### src/rtl/atm_controller_param_pkg.sv
// Shared types for the parametrised ATM session controller.
// Session states and the bundle of one-cycle event pulses.
package atm_controller_param_pkg;

  typedef enum logic [1:0] {
    ST_IDLE,
    ST_PIN,
    ST_TRANS,
    ST_LOCK
  } atm_state_e;

  typedef struct packed {
    logic upd;
    logic dispense;
    logic pin_bad;
    logic tmo;
    logic no_funds;
    logic over_limit;
  } atm_pulse_t;

endpackage

### src/rtl/atm_controller_param_pin_entry.sv
// PIN entry: keypad strobe edge detect, MS-first digit shift register,
// digit counter and compare against the stored PIN.
module atm_controller_param_pin_entry #(
  parameter int unsigned PIN_DIGITS = 4,
  parameter int unsigned DIGIT_W    = 4,
  parameter logic [PIN_DIGITS*DIGIT_W-1:0] PIN = 16'h4756
) (
  input  logic               clk,
  input  logic               rst_n,
  input  logic               en_i,
  input  logic               digito_stb_i,
  input  logic [DIGIT_W-1:0] digito_i,
  output logic               edge_o,
  output logic               pin_ok_o,
  output logic               pin_bad_o
);

  localparam int unsigned PW = PIN_DIGITS * DIGIT_W;
  localparam int unsigned CW = $clog2(PIN_DIGITS + 1);

  logic          stb_q;
  logic [PW-1:0] sr_q;
  logic [PW-1:0] full;
  logic [CW-1:0] cnt_q;
  logic [CW-1:0] cnt_d;
  logic          take;
  logic          last;

  assign edge_o    = digito_stb_i & ~stb_q;
  assign take      = en_i & edge_o;
  assign full      = (sr_q << DIGIT_W) | PW'(digito_i);
  assign last      = (cnt_q == CW'(PIN_DIGITS - 1));
  assign pin_ok_o  = take & last & (full == PIN);
  assign pin_bad_o = take & last & (full != PIN);

  // Partial entries are dropped as soon as the session leaves PIN entry
  always_comb begin
    cnt_d = cnt_q;
    if (!en_i) begin
      cnt_d = '0;
    end else if (take) begin
      cnt_d = last ? '0 : cnt_q + 1'b1;
    end
  end

  always_ff @(posedge clk or negedge rst_n) begin
    if (!rst_n) begin
      stb_q <= 1'b0;
      sr_q  <= '0;
      cnt_q <= '0;
    end else begin
      stb_q <= digito_stb_i;
      cnt_q <= cnt_d;
      if (take) begin
        sr_q <= full;
      end
    end
  end

endmodule

### src/rtl/atm_controller_param.sv
// Parametrised ATM session controller: card, PIN with lockout,
// deposit/withdrawal with daily limit, inactivity timeout.
module atm_controller_param
  import atm_controller_param_pkg::*;
#(
  parameter int unsigned PIN_DIGITS = 4,
  parameter int unsigned DIGIT_W    = 4,
  parameter logic [PIN_DIGITS*DIGIT_W-1:0] PIN = 16'h4756,
  parameter int unsigned MONTO_W    = 32,
  parameter int unsigned BAL_W      = 64,
  parameter longint unsigned INIT_BALANCE = 5000,
  parameter int unsigned MAX_ATTEMPTS = 3,
  parameter longint unsigned DAILY_LIMIT = 20000,
  parameter int unsigned TIMEOUT_CYCLES = 64
) (
  input  logic               clk,
  input  logic               rst,
  input  logic               tarjeta_recibida,
  input  logic               digito_stb,
  input  logic [DIGIT_W-1:0] digito,
  input  logic               tipo_trans,
  input  logic               monto_stb,
  input  logic [MONTO_W-1:0] monto,
  input  logic               dia_nuevo,
  output logic               balance_actualizado,
  output logic               entregar_dinero,
  output logic               pin_incorrecto,
  output logic               advertencia,
  output logic               bloqueo,
  output logic               fondos_insuficientes,
  output logic               limite_excedido,
  output logic               timeout,
  output logic [BAL_W-1:0]   balance
);

  localparam int unsigned BW1 = BAL_W + 1;
  localparam int unsigned AW  = $clog2(MAX_ATTEMPTS + 1);
  localparam int unsigned TW  =
    (TIMEOUT_CYCLES > 0) ? $clog2(TIMEOUT_CYCLES + 1) : 1;
  localparam bit TO_EN = (TIMEOUT_CYCLES > 0);
  localparam logic [TW-1:0] TO_LAST =
    TW'((TIMEOUT_CYCLES > 0) ? TIMEOUT_CYCLES - 1 : 0);
  localparam logic [BAL_W-1:0] INIT_B = BAL_W'(INIT_BALANCE);
  localparam logic [BAL_W:0]   LIMIT  = BW1'(DAILY_LIMIT);
  localparam logic [AW-1:0]    ATT_LAST = AW'(MAX_ATTEMPTS - 1);
  localparam logic [AW-1:0]    ATT_WARN = AW'(MAX_ATTEMPTS - 2);

  atm_state_e       st_q;
  atm_pulse_t       pul_q;
  logic [AW-1:0]    att_q;
  logic [BAL_W-1:0] bal_q;
  logic [BAL_W-1:0] daily_q;
  logic [TW-1:0]    tmr_q;
  logic             mstb_q;
  logic             adv_q;
  logic             lock_q;

  logic             d_edge;
  logic             m_edge;
  logic             pin_ok;
  logic             pin_bad;
  logic             tmr_hit;
  logic [BAL_W-1:0] monto_x;
  logic [BAL_W-1:0] daily_eff;
  logic [BAL_W:0]   dep_sum;
  logic [BAL_W:0]   wd_sum;
  logic             no_funds;
  logic             over;

  atm_controller_param_pin_entry #(
    .PIN_DIGITS(PIN_DIGITS),
    .DIGIT_W   (DIGIT_W),
    .PIN       (PIN)
  ) u_pin (
    .clk         (clk),
    .rst_n       (rst),
    .en_i        (st_q == ST_PIN),
    .digito_stb_i(digito_stb),
    .digito_i    (digito),
    .edge_o      (d_edge),
    .pin_ok_o    (pin_ok),
    .pin_bad_o   (pin_bad)
  );

  assign m_edge    = monto_stb & ~mstb_q;
  assign tmr_hit   = TO_EN && (tmr_q == TO_LAST);
  assign monto_x   = BAL_W'(monto);
  assign daily_eff = dia_nuevo ? '0 : daily_q;
  assign dep_sum   = {1'b0, bal_q} + {1'b0, monto_x};
  // One extra bit so daily + monto can never wrap past the limit
  assign wd_sum    = {1'b0, daily_eff} + {1'b0, monto_x};
  assign no_funds  = monto_x > bal_q;
  assign over      = wd_sum > LIMIT;

  always_ff @(posedge clk or negedge rst) begin
    if (!rst) begin
      st_q    <= ST_IDLE;
      pul_q   <= '0;
      att_q   <= '0;
      bal_q   <= INIT_B;
      daily_q <= '0;
      tmr_q   <= '0;
      mstb_q  <= 1'b0;
      adv_q   <= 1'b0;
      lock_q  <= 1'b0;
    end else begin
      mstb_q  <= monto_stb;
      pul_q   <= '0;
      daily_q <= daily_eff;
      unique case (st_q)
        ST_IDLE: begin
          tmr_q <= '0;
          if (tarjeta_recibida) begin
            st_q <= ST_PIN;
          end
        end
        ST_PIN: begin
          if (pin_ok) begin
            att_q <= '0;
            adv_q <= 1'b0;
            tmr_q <= '0;
            st_q  <= ST_TRANS;
          end else if (pin_bad) begin
            pul_q.pin_bad <= 1'b1;
            tmr_q <= '0;
            att_q <= att_q + 1'b1;
            if (att_q == ATT_LAST) begin
              lock_q <= 1'b1;
              adv_q  <= 1'b0;
              st_q   <= ST_LOCK;
            end else if (att_q == ATT_WARN) begin
              adv_q <= 1'b1;
            end
          end else if (d_edge || m_edge) begin
            tmr_q <= '0;
          end else if (tmr_hit) begin
            pul_q.tmo <= 1'b1;
            tmr_q <= '0;
            st_q  <= ST_IDLE;
          end else if (TO_EN) begin
            tmr_q <= tmr_q + 1'b1;
          end
        end
        ST_TRANS: begin
          if (m_edge) begin
            tmr_q <= '0;
            st_q  <= ST_IDLE;
            if (!tipo_trans) begin
              bal_q <= dep_sum[BAL_W] ? '1 : dep_sum[BAL_W-1:0];
              pul_q.upd <= 1'b1;
            end else if (no_funds) begin
              pul_q.no_funds <= 1'b1;
            end else if (over) begin
              pul_q.over_limit <= 1'b1;
            end else begin
              bal_q   <= bal_q - monto_x;
              daily_q <= wd_sum[BAL_W-1:0];
              pul_q.dispense <= 1'b1;
              pul_q.upd      <= 1'b1;
            end
          end else if (d_edge) begin
            tmr_q <= '0;
          end else if (tmr_hit) begin
            pul_q.tmo <= 1'b1;
            tmr_q <= '0;
            st_q  <= ST_IDLE;
          end else if (TO_EN) begin
            tmr_q <= tmr_q + 1'b1;
          end
        end
        ST_LOCK: begin
          tmr_q <= '0;
        end
      endcase
    end
  end

  assign balance_actualizado  = pul_q.upd;
  assign entregar_dinero      = pul_q.dispense;
  assign pin_incorrecto       = pul_q.pin_bad;
  assign fondos_insuficientes = pul_q.no_funds;
  assign limite_excedido      = pul_q.over_limit;
  assign timeout              = pul_q.tmo;
  assign advertencia          = adv_q;
  assign bloqueo              = lock_q;
  assign balance              = bal_q;

endmodule

### config.mk
export PLATFORM = sky130hd
export DESIGN_NAME = atm_controller_param
export DESIGN_NICKNAME = d
export VERILOG_FILES = /design/src/rtl/atm_controller_param_pkg.sv /design/src/rtl/atm_controller_param_pin_entry.sv /design/src/rtl/atm_controller_param.sv
export SDC_FILE = /design/constraint.sdc
export NUM_CORES = 1
export LEC_CHECK = 0
export ABC_AREA = 0
export BUFFER_PORTS_ARGS = -buffer_cell sky130_fd_sc_hd__buf_4
export CORE_MARGIN = 2
export CORE_UTILIZATION = 35
export CTS_BUF_LIST = sky130_fd_sc_hd__clkbuf_8
export DETAILED_ROUTE_END_ITERATION = 12
export GPL_TIMING_DRIVEN = 0
export PLACE_DENSITY = 0.5
export SETUP_SLACK_MARGIN = 0.5
export SLEW_MARGIN = 10
export SYNTH_ARGS = -nofsm -noshare
export SYNTH_HDL_FRONTEND = slang
export SYNTH_SLANG_ARGS = --single-unit
### constraint.sdc
create_clock -name clk -period 10.04 [get_ports clk]
set_input_delay 1.004 -clock clk [delete_from_list [all_inputs] [get_ports clk]]
set_output_delay 1.004 -clock clk [all_outputs]
set_load 0.005 [all_outputs]
==> results.txt <==
The minimum setup slack in the final design is approximately 1.8 ns. The data required time of the critical path came out at 10.51 ns. The critical path's most frequent cell is sky130_fd_sc_hd__clkbuf_1. Setup repair after global routing left no endpoint under its margin. Buffers placed on the I/O ports in this run total 113. The tightest min-delay check is of the in -> async type. The synthesized netlist occupies a cell area of ~15,000 µm². The time the final worst path needs with I/O delays and setup came out at 8.266 ns. The net count reported at finish is around 2,200. Sequential cells were found to cover 27.34% of the synthesized design area. The flow ran to the end, and the final reports show no timing, DRC or antenna violations. The warning count from the yosys run came out at 0. The combined global-route utilization of all metal layers came out at between 20% and 30%. The minimum setup slack after placement is 1.345 ns. The final weighted congestion in routability-driven placement is 0.9393. The row count is 75. The most common cell in the synthesized netlist is sky130_fd_sc_hd__a21oi_1.

The number of failing setup endpoints in the final timing report is 0. The net count of the mapped netlist came out at 2,016. The number of inserted filler cells in the final layout is 4,423. The initial antenna violation count came out at 0. The worst max-slew margin expressed relative to the limit is 26.34%. The routed via count divided by cell count is 5.937.

The pre-antenna-repair detailed-routing pass consisted of 5 iterations. The master of the slowest instance on the critical path is sky130_fd_sc_hd__or4_1. STA classifies the critical path endpoint as a flop. After detailed routing, the number of remaining DRC violations is 0.

The number of sinks on the clock net is roughly 160. In this design, the largest share of critical-path delay is due to buffers and inverters. The number of buffers created by CTS came out at 17. The clock skew is 0.01931 ns. The cell count after synthesis came out at 1,866. The average routed wire per standard cell is 22.49 µm. The number of enable flip-flop cells after synthesis came out at 0. The fraction of registers with async set/reset is between 90% and 100%.

By count the netlist is led by sky130_fd_sc_hd__a21oi_1, sky130_fd_sc_hd__dfrtp_1, sky130_fd_sc_hd__nand2_1, sky130_fd_sc_hd__nor2_1, sky130_fd_sc_hd__inv_1. The dominant register cell in the synthesized netlist is sky130_fd_sc_hd__dfrtp_1. The number of max-slew violations in the final report came out at 0. The worst IR drop on VDD is 83.92 µV. The biggest area consumer among synthesized cells is sky130_fd_sc_hd__dfrtp_1.

The area occupied by multi-input gates is between 10,000 and 15,000 µm². The depth of the CTS H-tree came out at 4. The count of different cell masters after synthesis came out at 93.

The area enclosed by the die boundary came out at 44,630 µm². The critical path buffer and inverter count is 7. The peak per-stage delay on the critical path is 0.70 ns. The buffer count from post-CTS setup fixing is 0. The total area inside the core boundary comes to 42,130 µm².

Sorting the synthesized cells by area gives the leading types as sky130_fd_sc_hd__dfrtp_1, sky130_fd_sc_hd__ha_1, sky130_fd_sc_hd__a21oi_1. The initial detailed-routing violation count is 1,370. The synthesized area per cell came out at 8.056 µm². The clock transition at the registers of the reported paths came out at 0.09 ns. The area occupied by registers came out at approximately 4100 µm². The total wirelength of the detailed-routed design came out at 57,360 µm. The analysis attributes to cell leakage a power of 7.666 nW. For this design the top-level I/O count stands at 115.

The share of the clock period used by the worst path is a little over 80%. The antenna cell count came out at 0. The wire-length estimate of the detail-placed layout is 45,250 µm. The maximum number of pins on one net before global-route repair is 91.

The area added between synthesis and finish came out at 12.91%. The power per cell area came out at around 92 nW/µm². The number of routed nets with antenna violations came out at 0. The number of synthesized register bits came out at 164. The count of endpoints failing hold in the final timing report is 0. The routed layout has 15,146 vias. Of the cells placed in the final design, the portion with a size suffix greater than 1 is roughly an eighth. The initial utilization of the core area, before any placement, comes to 35.68%.

The peak fanout along the critical path came out at 10. The startpoint kind of the worst setup timing path is a primary input. The post-cts sizing count came out at 0. Summed over all failing endpoints, the final setup total negative slack is 0 ns. The overflow left after global routing came out at 0. The measured slew at the worst slew-check pin is 1.077 ns. TritonCTS built the clock tree.

From left edge to right edge, the die measures 211.3 µm. In this run the biggest area consumer among cell types represents 26.47% of the synthesized area. The worst setup path is of the in -> reg kind. The first-pass GRT wire length is 88,240 µm. Clock tree synthesis selected as its root buffer the cell sky130_fd_sc_hd__clkbuf_8.

After clock tree synthesis, the flow added hold-fix buffers numbering 0. Walking the worst path, the cells encountered are buf_4 -> buf_2 -> clkbuf_1 -> clkbuf_1 -> clkbuf_1 -> nor2b_1 -> ha_1 -> clkbuf_1 -> nand2_1 -> or4_1 -> a311oi_1 -> nor3_2 -> mux2i_1 -> a2111oi_0 -> nand4_1 -> nor3_4 -> nand4_4 -> nor2_1 -> buf_2 -> mux2_2. The max-cap violation count came out at 0. The clock passes through at most 2 buffers. The number of global-route vias before repair is 14,357.

The floorplan die height is 211.3 µm. The worst path arrival time came out at 8.74 ns. The worst-skew pair later-pin latency came out at 0.59 ns. The fmax is 121.0 MHz.
-- registers in the layout (all words and copies together), names as in the netlist --
signal and flops:
daily_q 64, timeout 1, bloqueo 1, pin_incorrecto 1
u_pin.sr_q 12, mstb_q 1, advertencia 1, tmr_q 7
balance_actualizado 1, st_q 2, balance 64, entregar_dinero 1
att_q 2, u_pin.stb_q 1, fondos_insuficientes 1, u_pin.cnt_q 3
limite_excedido 1
-- cell type report --
cell class | instances | share of cell area, %
multi-input combinational | 1498 | 59.61
tap | 539 | 3.973
timing repair buffer | 115 | 5.248
sequential | 164 | 24.21
clock inverter | 14 | 0.7593
inverter | 115 | 2.543
clock buffer | 17 | 1.378
buffer | 89 | 2.270
-- metal layers --
metal / up-vias / routed length [µm] / global-route usage [%]
li1: 7110 / - / -
met1: 7346 / 27250 / 38.46
met2: 602 / 24250 / 37.97
met3: 88 / 4129 / 4.609
met4: 0 / 1728 / 10.44
met5: - / 0 / 0
-- path summary, 6_finish.rpt --
path / from / to / slack [ns] / cells after the start
worst max register to register: daily_q[31]$_DFF_PN0_ / daily_q[1]$_DFF_PN0_ / 3.92 / 15
worst min-delay path: rst / daily_q[60]$_DFF_PN0_ / 0.37 / 1
max in group asynchronous: rst / u_pin.sr_q[3]$_DFFE_PN0P_ / 8.76 / 2
worst max-delay path: dia_nuevo / daily_q[1]$_DFF_PN0_ / 1.77 / 20
min in group clk: tmr_q[0]$_DFF_PN0_ / tmr_q[0]$_DFF_PN0_ / 0.46 / 1
worst min register to register: tmr_q[0]$_DFF_PN0_ / tmr_q[0]$_DFF_PN0_ / 0.46 / 1
-- power by group --
group          internal, mW  switching [mW]  leakage [nW]
logic                 0.134           0.202          5.26
clock network         0.197           0.302         0.185
registers             0.700          0.0327          2.22
total                  1.03           0.537          7.67
-- per-stage QoR --
step	hold slack [ns]	total power, mW	cell area (µm²)	cells	util, %
floorplan	0.4319	0.9574	15030	1866	-
global placement	0.4416	1.074	16560	2518	39.29
detailed placement	0.4451	1.081	16600	2520	39.41
CTS	0.3760	1.589	16970	2551	40.27
global route	0.3975	1.658	16970	2551	40.29
finish	0.3682	1.569	16970	2551	40.29
-- cells in the final DEF, fill, tap and decap left out, types with 13 or more instances in the layout --
cell and instances:
sky130_fd_sc_hd__a211oi_1 15, sky130_fd_sc_hd__a21o_1 44, sky130_fd_sc_hd__a21oi_1 161, sky130_fd_sc_hd__a221oi_1 24
sky130_fd_sc_hd__a31oi_1 18, sky130_fd_sc_hd__and3_1 23, sky130_fd_sc_hd__buf_4 115, sky130_fd_sc_hd__clkbuf_1 71
sky130_fd_sc_hd__clkbuf_8 17, sky130_fd_sc_hd__dfrtp_1 159, sky130_fd_sc_hd__ha_1 104, sky130_fd_sc_hd__inv_1 114
sky130_fd_sc_hd__mux2_2 29, sky130_fd_sc_hd__mux2i_1 13, sky130_fd_sc_hd__nand2_1 152, sky130_fd_sc_hd__nand2b_1 31
sky130_fd_sc_hd__nand3_1 54, sky130_fd_sc_hd__nand4_1 49, sky130_fd_sc_hd__nor2_1 136, sky130_fd_sc_hd__nor2b_1 79
sky130_fd_sc_hd__nor3_1 52, sky130_fd_sc_hd__nor4_1 28, sky130_fd_sc_hd__o21a_1 16, sky130_fd_sc_hd__o21ai_0 98
sky130_fd_sc_hd__o21bai_1 21, sky130_fd_sc_hd__o31ai_1 25, sky130_fd_sc_hd__or3_1 20, sky130_fd_sc_hd__or4_1 18
sky130_fd_sc_hd__xnor2_1 67, sky130_fd_sc_hd__xor2_1 22
-- cell families (layout without fill, tap and decap cells) --
family	count (synthesis)	count (layout)	synth area share, %
adders and majority gates	107	107	9.055
xor gates and xnor gates	89	89	5.185
buffers and inverters	204	350	5.435
DFF	164	164	27.34
AOI/OAI and AO/OA	548	548	24.28
and+or+nand+nor	711	711	25.59
muxes	43	43	3.113
Note: power is estimated with default switching activity, not from simulation.
